[config.mk]
export PLATFORM = sky130hd
export DESIGN_NAME = bfp_decomp_ctrl
export DESIGN_NICKNAME = d
export VERILOG_FILES = /design/src/rtl/bfp_decomp_ctrl.sv
export SDC_FILE = /design/constraint.sdc
export NUM_CORES = 1
export LEC_CHECK = 0
export CAP_MARGIN = 20
export CELL_PAD_IN_SITES_DETAIL_PLACEMENT = 0
export CELL_PAD_IN_SITES_GLOBAL_PLACEMENT = 1
export CORE_AREA = 5 5 110 112
export DETAILED_ROUTE_END_ITERATION = 10
export DIE_AREA = 0 0 115 117
export DONT_BUFFER_PORTS = 1
export GPL_TIMING_DRIVEN = 0
export PLACE_DENSITY = 0.87
export SYNTH_ARGS = -nofsm -noshare
export SYNTH_HDL_FRONTEND = slang
export SYNTH_SLANG_ARGS = --single-unit
[constraint.sdc]
create_clock -name clk -period 3.8 [get_ports clk]
set_clock_uncertainty 0.05 [all_clocks]
set_input_delay 0.76 -clock clk [delete_from_list [all_inputs] [get_ports clk]]
set_output_delay 0.76 -clock clk [all_outputs]
set_load 0.1 [all_outputs]
[src/rtl/bfp_decomp_ctrl.sv]
// Section sequencer for the BFP decompression datapath: latches the section
// configuration, frames input beats into PRBs and meters them with credits.
module bfp_decomp_ctrl #(
  parameter int BEATS_PER_PRB = 6,
  parameter int CREDITS       = 8,
  parameter int PIPE_LAT      = 3
) (
  input  logic        clk,
  input  logic        rst,
  input  logic        cmd_valid,
  output logic        cmd_ready,
  input  logic [7:0]  cmd_num_prb,
  input  logic [3:0]  cmd_iq_width,
  input  logic [3:0]  cmd_fs_offset,
  input  logic [63:0] s_axis_tdata,
  input  logic        s_axis_tvalid,
  output logic        s_axis_tready,
  input  logic        s_axis_tlast,
  output logic [63:0] din_data,
  output logic [3:0]  din_state,
  output logic        din_valid,
  output logic        din_sync,
  output logic        din_last,
  output logic [3:0]  ud_iq_width,
  output logic [3:0]  ctrl_fs_offset,
  input  logic        credit_return,
  output logic        done,
  output logic        err_len
);

  localparam int CW = $clog2(CREDITS + 1);
  localparam int DW = $clog2(PIPE_LAT + 2);
  localparam logic [3:0]    LAST_BEAT = 4'(BEATS_PER_PRB - 1);
  localparam logic [CW-1:0] CRED_MAX  = CW'(CREDITS);
  localparam logic [DW-1:0] DRAIN_END = DW'(PIPE_LAT);

  typedef enum logic [1:0] {IDLE, RUN, FLUSH, DRAIN} state_t;

  state_t        state, state_nx;
  logic [CW-1:0] credit;
  logic [8:0]    num_prb;
  logic [8:0]    prb_cnt;
  logic [3:0]    beat_cnt;
  logic [DW-1:0] drain_cnt;

  logic cmd_fire, beat_fire, issue;
  logic final_beat, end_beat, len_err, drain_end;

  assign final_beat = (prb_cnt == num_prb - 9'd1) && (beat_cnt == LAST_BEAT);
  assign end_beat   = final_beat | s_axis_tlast;

  always_ff @(posedge clk) begin
    if (rst) state <= IDLE;
    else     state <= state_nx;
  end

  always_comb begin
    state_nx      = state;
    cmd_ready     = 1'b0;
    s_axis_tready = 1'b0;
    case (state)
      IDLE: begin
        cmd_ready = 1'b1;
        if (cmd_valid) state_nx = RUN;
      end
      RUN: begin
        s_axis_tready = (credit != '0);
        // final beat without tlast means upstream is still sending: discard the rest
        if (s_axis_tvalid && credit != '0 && end_beat)
          state_nx = (final_beat && !s_axis_tlast) ? FLUSH : DRAIN;
      end
      FLUSH: begin
        s_axis_tready = 1'b1;
        if (s_axis_tvalid && s_axis_tlast) state_nx = DRAIN;
      end
      DRAIN: begin
        if (drain_cnt == DRAIN_END) state_nx = IDLE;
      end
      default: state_nx = IDLE;
    endcase
  end

  assign cmd_fire  = cmd_valid & cmd_ready;
  assign beat_fire = s_axis_tvalid & s_axis_tready;
  assign issue     = beat_fire & (state == RUN);
  assign len_err   = issue & (final_beat ^ s_axis_tlast);
  assign drain_end = (state == DRAIN) && (drain_cnt == DRAIN_END);

  always_ff @(posedge clk) begin
    if (rst) begin
      ud_iq_width    <= '0;
      ctrl_fs_offset <= '0;
      num_prb        <= '0;
      prb_cnt        <= '0;
      beat_cnt       <= '0;
      din_data       <= '0;
      din_state      <= '0;
      din_valid      <= 1'b0;
      din_sync       <= 1'b0;
      din_last       <= 1'b0;
      err_len        <= 1'b0;
      done           <= 1'b0;
      drain_cnt      <= '0;
    end else begin
      if (cmd_fire) begin
        ud_iq_width    <= cmd_iq_width;
        ctrl_fs_offset <= cmd_fs_offset;
        num_prb        <= (cmd_num_prb == 8'd0) ? 9'd256 : {1'b0, cmd_num_prb};
        prb_cnt        <= '0;
        beat_cnt       <= '0;
      end
      din_valid <= issue;
      din_sync  <= issue && prb_cnt == '0 && beat_cnt == '0;
      din_last  <= issue && end_beat;
      err_len   <= len_err;
      done      <= drain_end;
      if (issue) begin
        din_data  <= s_axis_tdata;
        din_state <= beat_cnt;
        if (beat_cnt == LAST_BEAT) begin
          beat_cnt <= '0;
          prb_cnt  <= prb_cnt + 9'd1;
        end else begin
          beat_cnt <= beat_cnt + 4'd1;
        end
      end
      drain_cnt <= (state == DRAIN) ? drain_cnt + DW'(1) : '0;
    end
  end

  // credit persists across sections; only reset refills it
  always_ff @(posedge clk) begin
    if (rst)
      credit <= CRED_MAX;
    else if (issue && !credit_return)
      credit <= credit - CW'(1);
    else if (!issue && credit_return && credit != CRED_MAX)
      credit <= credit + CW'(1);
  end

endmodule

# [Yosys cells after proc, flatten, opt, wreduce, memory -nomap -nowiden]
# Cells that the tools add are included.
[totals] regBits=112 inputBits=86 output_inout_bits=83 wordCells=80
[op_classes] add_sub_neg=6 n_eq_ne=11 mux=17 bitwise_logic=7 n_reduce_logical=24
[ops] op="two-way mux 9 bit" count=4
[ops] op="two-way mux 4 bit" count=5
[ops] op="logical AND 1 bit" count=12
[ops] op="adder 9 x 1 -> 9 bit (second input constant)" count=1
[ops] op="equality test 9 bit" count=1
[ops] op="zero test 9 bit" count=1
[ops] op="subtractor 9 x 1 -> 9 bit (second input constant)" count=1
[ops] op="adder 4 x 1 -> 4 bit (second input constant)" count=2
[ops] op="zero test 8 bit" count=1
[ops] op="two-way mux 2 bit" count=4
[ops] op="inequality test 2 bit (second input constant)" count=4
[ops] op="one-hot mux 2 bit (4 select lines)" count=1
[ops] op="AND 1 bit" count=4
[ops] op="equality test 2 bit (second input constant)" count=2
[ops] op="equality test 4 x 3 -> 1 bit (second input constant)" count=1
[ops] op="zero test 4 bit" count=1
[ops] op="inequality test 4 bit (second input constant)" count=1
[ops] op="AND reduction 4 bit" count=1
[ops] op="nonzero test 2 bit" count=2
[ops] op="nonzero test 4 bit" count=1
[ops] op="subtractor 4 x 1 -> 4 bit (second input constant)" count=1
[ops] op="adder 3 x 1 -> 3 bit (second input constant)" count=1
[ops] op="equality test 3 x 2 -> 1 bit (second input constant)" count=1
[ops] op="zero test 1 bit" count=3
[ops] op="other kinds (8)" count=9

# [Depth between registers and ports, before layout]
[depth] word_depth=9 ltp_mapped=14 depth_no_buf=12

# [Worst setup path before layout]
# No wires, ideal clock.
[synth_path] kind="reg2reg" start="reg num_prb[0]" end="reg state[0]" setup_time_ns=0.095 t_arrival_ns=2.763 required_ns=3.655 slack_ns=0.891 stages_incl_launch_ff=15 n_path_buf=2 period_less_slack_ns=2.909 path_cell_list="dfxtp_1 > clkbuf_1 > inv_1 > ha_1 > clkbuf_1 > nor3_1 > nand3_1 > a21boi_0 > o21bai_1 > a221o_1 > ha_1 > nand3b_1 > a21oi_1 > o21ai_0 > a221oi_1"
[synth_via] elab_chain_cells=7 elab_cells_between_ends=11 classes_between="add/sub (1); eq/ne (2); mux (3); bitwise (1); reduce/logical (4)"
[synth_lines] item="start: declaration" line="41" text="logic [8:0] num_prb;"
[synth_lines] item="start signal: assignment" line="108" text="num_prb <= (cmd_num_prb == 8'd0) ? 9'd256 : {1'b0, cmd_num_prb};"
[synth_lines] item="subtractor 9 x 1 -> 9 bit *" line="49" text="assign final_beat = (prb_cnt == num_prb - 9'd1) && (beat_cnt == LAST_BEAT);"
[synth_lines] item="equality test 9 bit *" line="49"
[synth_lines] item="logical AND 1 bit *" line="49"
[synth_lines] item="logical AND 1 bit or OR 1 bit (tied branches)" line="70, 50"
[synth_lines] item="two-way mux 1 bit or logical AND 1 bit (tied branches)" line="70, 69"
[synth_lines] item="two-way mux 2 bit or inequality test 2 bit (tied branches)"
[synth_lines] item="one-hot mux 2 bit (4 select lines) or AND reduction 4 bit (tied branches)"
[synth_lines] item="end signal: assignment" line="54" text="else state <= state_nx;"
[synth_lines] item="end: declaration" line="39" text="state_t state, state_nx;"
# Every way passes the cells marked *; elsewhere a longest branch is shown, timed or not. The select of a mux whose other input is x is not followed.
# A chain may end at the register's enable or synchronous reset.

# [Final worst setup path]
[layout_path] start="reg num_prb[1]" end="reg state[0]"
# The elaborated chain is that of the path after synthesis.

==> flow_summary_export.csv <==
group,metric,value,unit
floorplanning,fp.coreArea,11130,µm²
synth,yosys.cell_count.top_type,"sky130_fd_sc_hd__nand2_1",
setup_path,timing.critical_path.arrival,3560,ps
placed_design,placement.setup.worst_slack,322.6,ps
sta,max_slew.worst_pin.slew,1119,ps
detailed_routing,via_count,4051,
detailed_routing,routed_wire_length_per_instance,16.24,µm
power_and_ir_drop,power.share.combinational,21.3,%
cts,cts-root-buf,"sky130_fd_sc_hd__clkbuf_16",
sta,period_share,88.50,%
floorplanning,die-area,13460,µm²
synth,synth_largest_type_area_fraction,47.34,%
synth,synth_sequential_area_ratio,47.34,%
synth,yosys_warnings,0,
grt,global_route.overflow_total,0,
cts,cts_h_tree_depth,3,
placed_design,gp_routability_congestion,0.8285,
sta,fmaxAchievable,297.4,MHz
setup_path,worst_ep_required_time,3990,ps
synth,postSynthNetCount,702,
cts,clockBufferDepth,2,
finish,layout-drive-gt1-share,4.241,%
cts,cts_tree,"done",
cts,number_of_hold_buffers_added_after_cts,0,
cts,clkSinkCount,112,
power_and_ir_drop,vdd_ir_drop_max,349.6,µV
power_and_ir_drop,power_leakage,1.835,nW
outcome,outcome,"finished, final reports clean",
synth,synth_seq_cells,112,
placed_design,placement.io_buffers,0,
cts,tritoncts.num_buffers,9,
synth,post-synth-top-area-cell,"sky130_fd_sc_hd__dfxtp_1",
grt,grt_max_degree,20,
sta,worst_case_setup_margin_in_the_final_layout,437.1,ps
sta,grt_setup_unrepaired,"false",
synth,synth_top_flop_cell,"sky130_fd_sc_hd__dfxtp_1",
synth,synthesis.area_per_instance,7.906,µm²
detailed_routing,routed_wl,12280,µm
floorplanning,number_of_rows_created_at_floorplan,39,
synth,post_synth_num_cell_types,44,
finish,antenna-diode-count,0,
sta,totalNegativeSetupSlack,0,ps
grt,grt_first_pass_wirelength,19550,µm
synth,netlist_top_cells_area,"sky130_fd_sc_hd__dfxtp_1, sky130_fd_sc_hd__nand2_1, sky130_fd_sc_hd__a21oi_1, sky130_fd_sc_hd__ha_1, sky130_fd_sc_hd__clkbuf_1",
detailed_routing,post-route-drc-count,0,
synth,synth_commonest_cells,"sky130_fd_sc_hd__nand2_1, sky130_fd_sc_hd__dfxtp_1, sky130_fd_sc_hd__a21oi_1, sky130_fd_sc_hd__clkbuf_1, sky130_fd_sc_hd__nor2_1",
floorplanning,die_y,117,µm
grt,grt_util_all_layers,18.30,%
synth,syn_area,4736,µm²
synth,post_synth_arst_share,0,%
power_and_ir_drop,power.clock.fraction,25.9,%
sta,max_slew_margin,25.39,%
detailed_routing,dr.pass1.iters,4,
detailed_routing,routed_vias_inst,5.358,
worst_hold_path,hold_path_class,"reg -> reg",
power_and_ir_drop,switching_power,1.670,mW
setup_path,worst-setup-path-type,"reg -> reg",
sta,setup_viol,0,
setup_path,critical_path.startpoint_type,"flip-flop",
power_and_ir_drop,power.switching_fraction,44.31,%
floorplanning,design.portCount,169,
synth,synth-edff-count,0,
power_and_ir_drop,p_int,2.099,mW
sta,fin_crit,3363,ps
floorplanning,start_util,42.57,%
power_and_ir_drop,share_seq_of_total_power,52.8,%
placed_design,dpl-instance-area,4917,µm²
setup_path,cp_max_fo,10,
run,cap_viol_max_count,0,
finish,num-nets-final,711,
sta,finalMaxSlewViolations,0,
finish,synthesis_to_finish_area_growth,10.30,%
sta,hold_viol,0,
cts,cts_setup_buffers,0,
detailed_routing,ant_nets,0,
cts,clk-insertion-delay-late,350,ps
placed_design,hpwlAfterDp,9441,µm
cts,cts_repair_resize_count,0,
power_and_ir_drop,power.density_cell_area,721.6,nW/µm²
grt,grt_pass1_vias,4084,
synth,syn_inst,599,
cts,clk_pin_slew_worst_paths,70,ps
grt,antenna_found_initial,0,
floorplanning,dieWidth,115,µm
detailed_routing,detail_route.iter0.violations,211,
setup_path,end_kind,"flip-flop",
finish,post-route-cell-area,5224,µm²
metal layers:
layer	share of wire (%)	routed length [µm]	up-vias	track usage (%)
met5	0	0	-	0
met4	2.0	247	0	7.746
met3	11	1381	17	8.278
met2	48	5905	146	30.21
met1	39	4746	1872	20.54
li1	-	-	2016	-
final cells by class:
| cell class | instances | area (µm²) |
|---|---|---|
| fill | 1110 | 5902 |
| multi-input combinational | 430 | 2273 |
| sequential | 112 | 2242 |
| clock buffer | 10 | 239.0 |
| tap | 143 | 178.9 |
| buffer | 36 | 143.9 |
| clock inverter | 6 | 75.07 |
| inverter | 19 | 71.32 |
worst max-delay path: stages (launching register included):
cell                       delay (ps)
sky130_fd_sc_hd__dfxtp_1          330
sky130_fd_sc_hd__clkbuf_1         310
sky130_fd_sc_hd__inv_1             90
sky130_fd_sc_hd__ha_1             310
sky130_fd_sc_hd__nor3_1           260
sky130_fd_sc_hd__nand3_1          130
sky130_fd_sc_hd__a21boi_0         210
sky130_fd_sc_hd__o21bai_1         110
sky130_fd_sc_hd__a221o_1          370
sky130_fd_sc_hd__ha_1             210
sky130_fd_sc_hd__nand3b_1         160
sky130_fd_sc_hd__a21oi_1          270
sky130_fd_sc_hd__o21ai_0          170
sky130_fd_sc_hd__a221oi_1         300
path summary, 6_finish.rpt:
check             slack (ps)  cells after the start                       to               startpoint
hold reg to reg          380                      1  drain_cnt[0]$_SDFF_PP0_  drain_cnt[0]$_SDFF_PP0_
setup / recovery         440                     13    state[0]$_SDFFE_PP0P_  num_prb[1]$_SDFFE_PP0P_
hold / removal           380                      1  drain_cnt[0]$_SDFF_PP0_  drain_cnt[0]$_SDFF_PP0_
setup reg to reg         440                     13    state[0]$_SDFFE_PP0P_  num_prb[1]$_SDFFE_PP0P_
stage by stage:
| step | utilization [%] | std cells | hold slack (ps) | power [mW] |
|---|---|---|---|---|
| 2_1_floorplan | - | 599 | 349.2 | 2.630 |
| 3_3_place_gp | 44.17 | 742 | 358.4 | 2.783 |
| 3_5_place_dp | 44.20 | 742 | 373.2 | 2.820 |
| 4_1_cts | 47.02 | 758 | 384.1 | 3.805 |
| 5_1_grt | 46.95 | 756 | 413.4 | 3.968 |
| 6_report | 46.95 | 756 | 381.1 | 3.770 |
cells in the final DEF, fill, tap and decap left out, types with 9 or more instances in the layout:
cell                        synthesis  layout
sky130_fd_sc_hd__nand2_1          176     176
sky130_fd_sc_hd__dfxtp_1          112     112
sky130_fd_sc_hd__a21oi_1          101     101
sky130_fd_sc_hd__clkbuf_1          31      29
sky130_fd_sc_hd__nor2_1            20      20
sky130_fd_sc_hd__inv_1             19      19
sky130_fd_sc_hd__ha_1              16      16
sky130_fd_sc_hd__nand3_1           15      15
sky130_fd_sc_hd__nor3_1             9       9
sky130_fd_sc_hd__xnor2_1            9       9
sky130_fd_sc_hd__clkbuf_16          0       9
registers in the layout, indices dropped and copies added, names as in the netlist, 2 cells and up:
| name | cells |
|---|---|
| state | 2 |
| din_data | 64 |
| prb_cnt | 9 |
| ud_iq_width | 4 |
| credit | 4 |
| drain_cnt | 3 |
| ctrl_fs_offset | 4 |
| din_state | 4 |
| num_prb | 9 |
| beat_cnt | 4 |
power by group through the flow:
stage	Combinational, mW	Clock (mW)	Sequential [mW]
CTS	0.813	1.01	1.99
detailed placement	0.810	0	2.01
finish	0.803	0.978	1.99
floorplan	0.657	0	1.97
global placement	0.777	0	2.01
global route	0.908	1.05	2.01
logic make-up after synthesis:
kind of cell,synth area share (%)
mux,0.8455
compound gates,15.85
flops,47.34
buf+inv,4.703
xor+xnor,2.774
simple gates,23.83
fa+ha+maj,4.650
(Power assumes the default switching activity.)
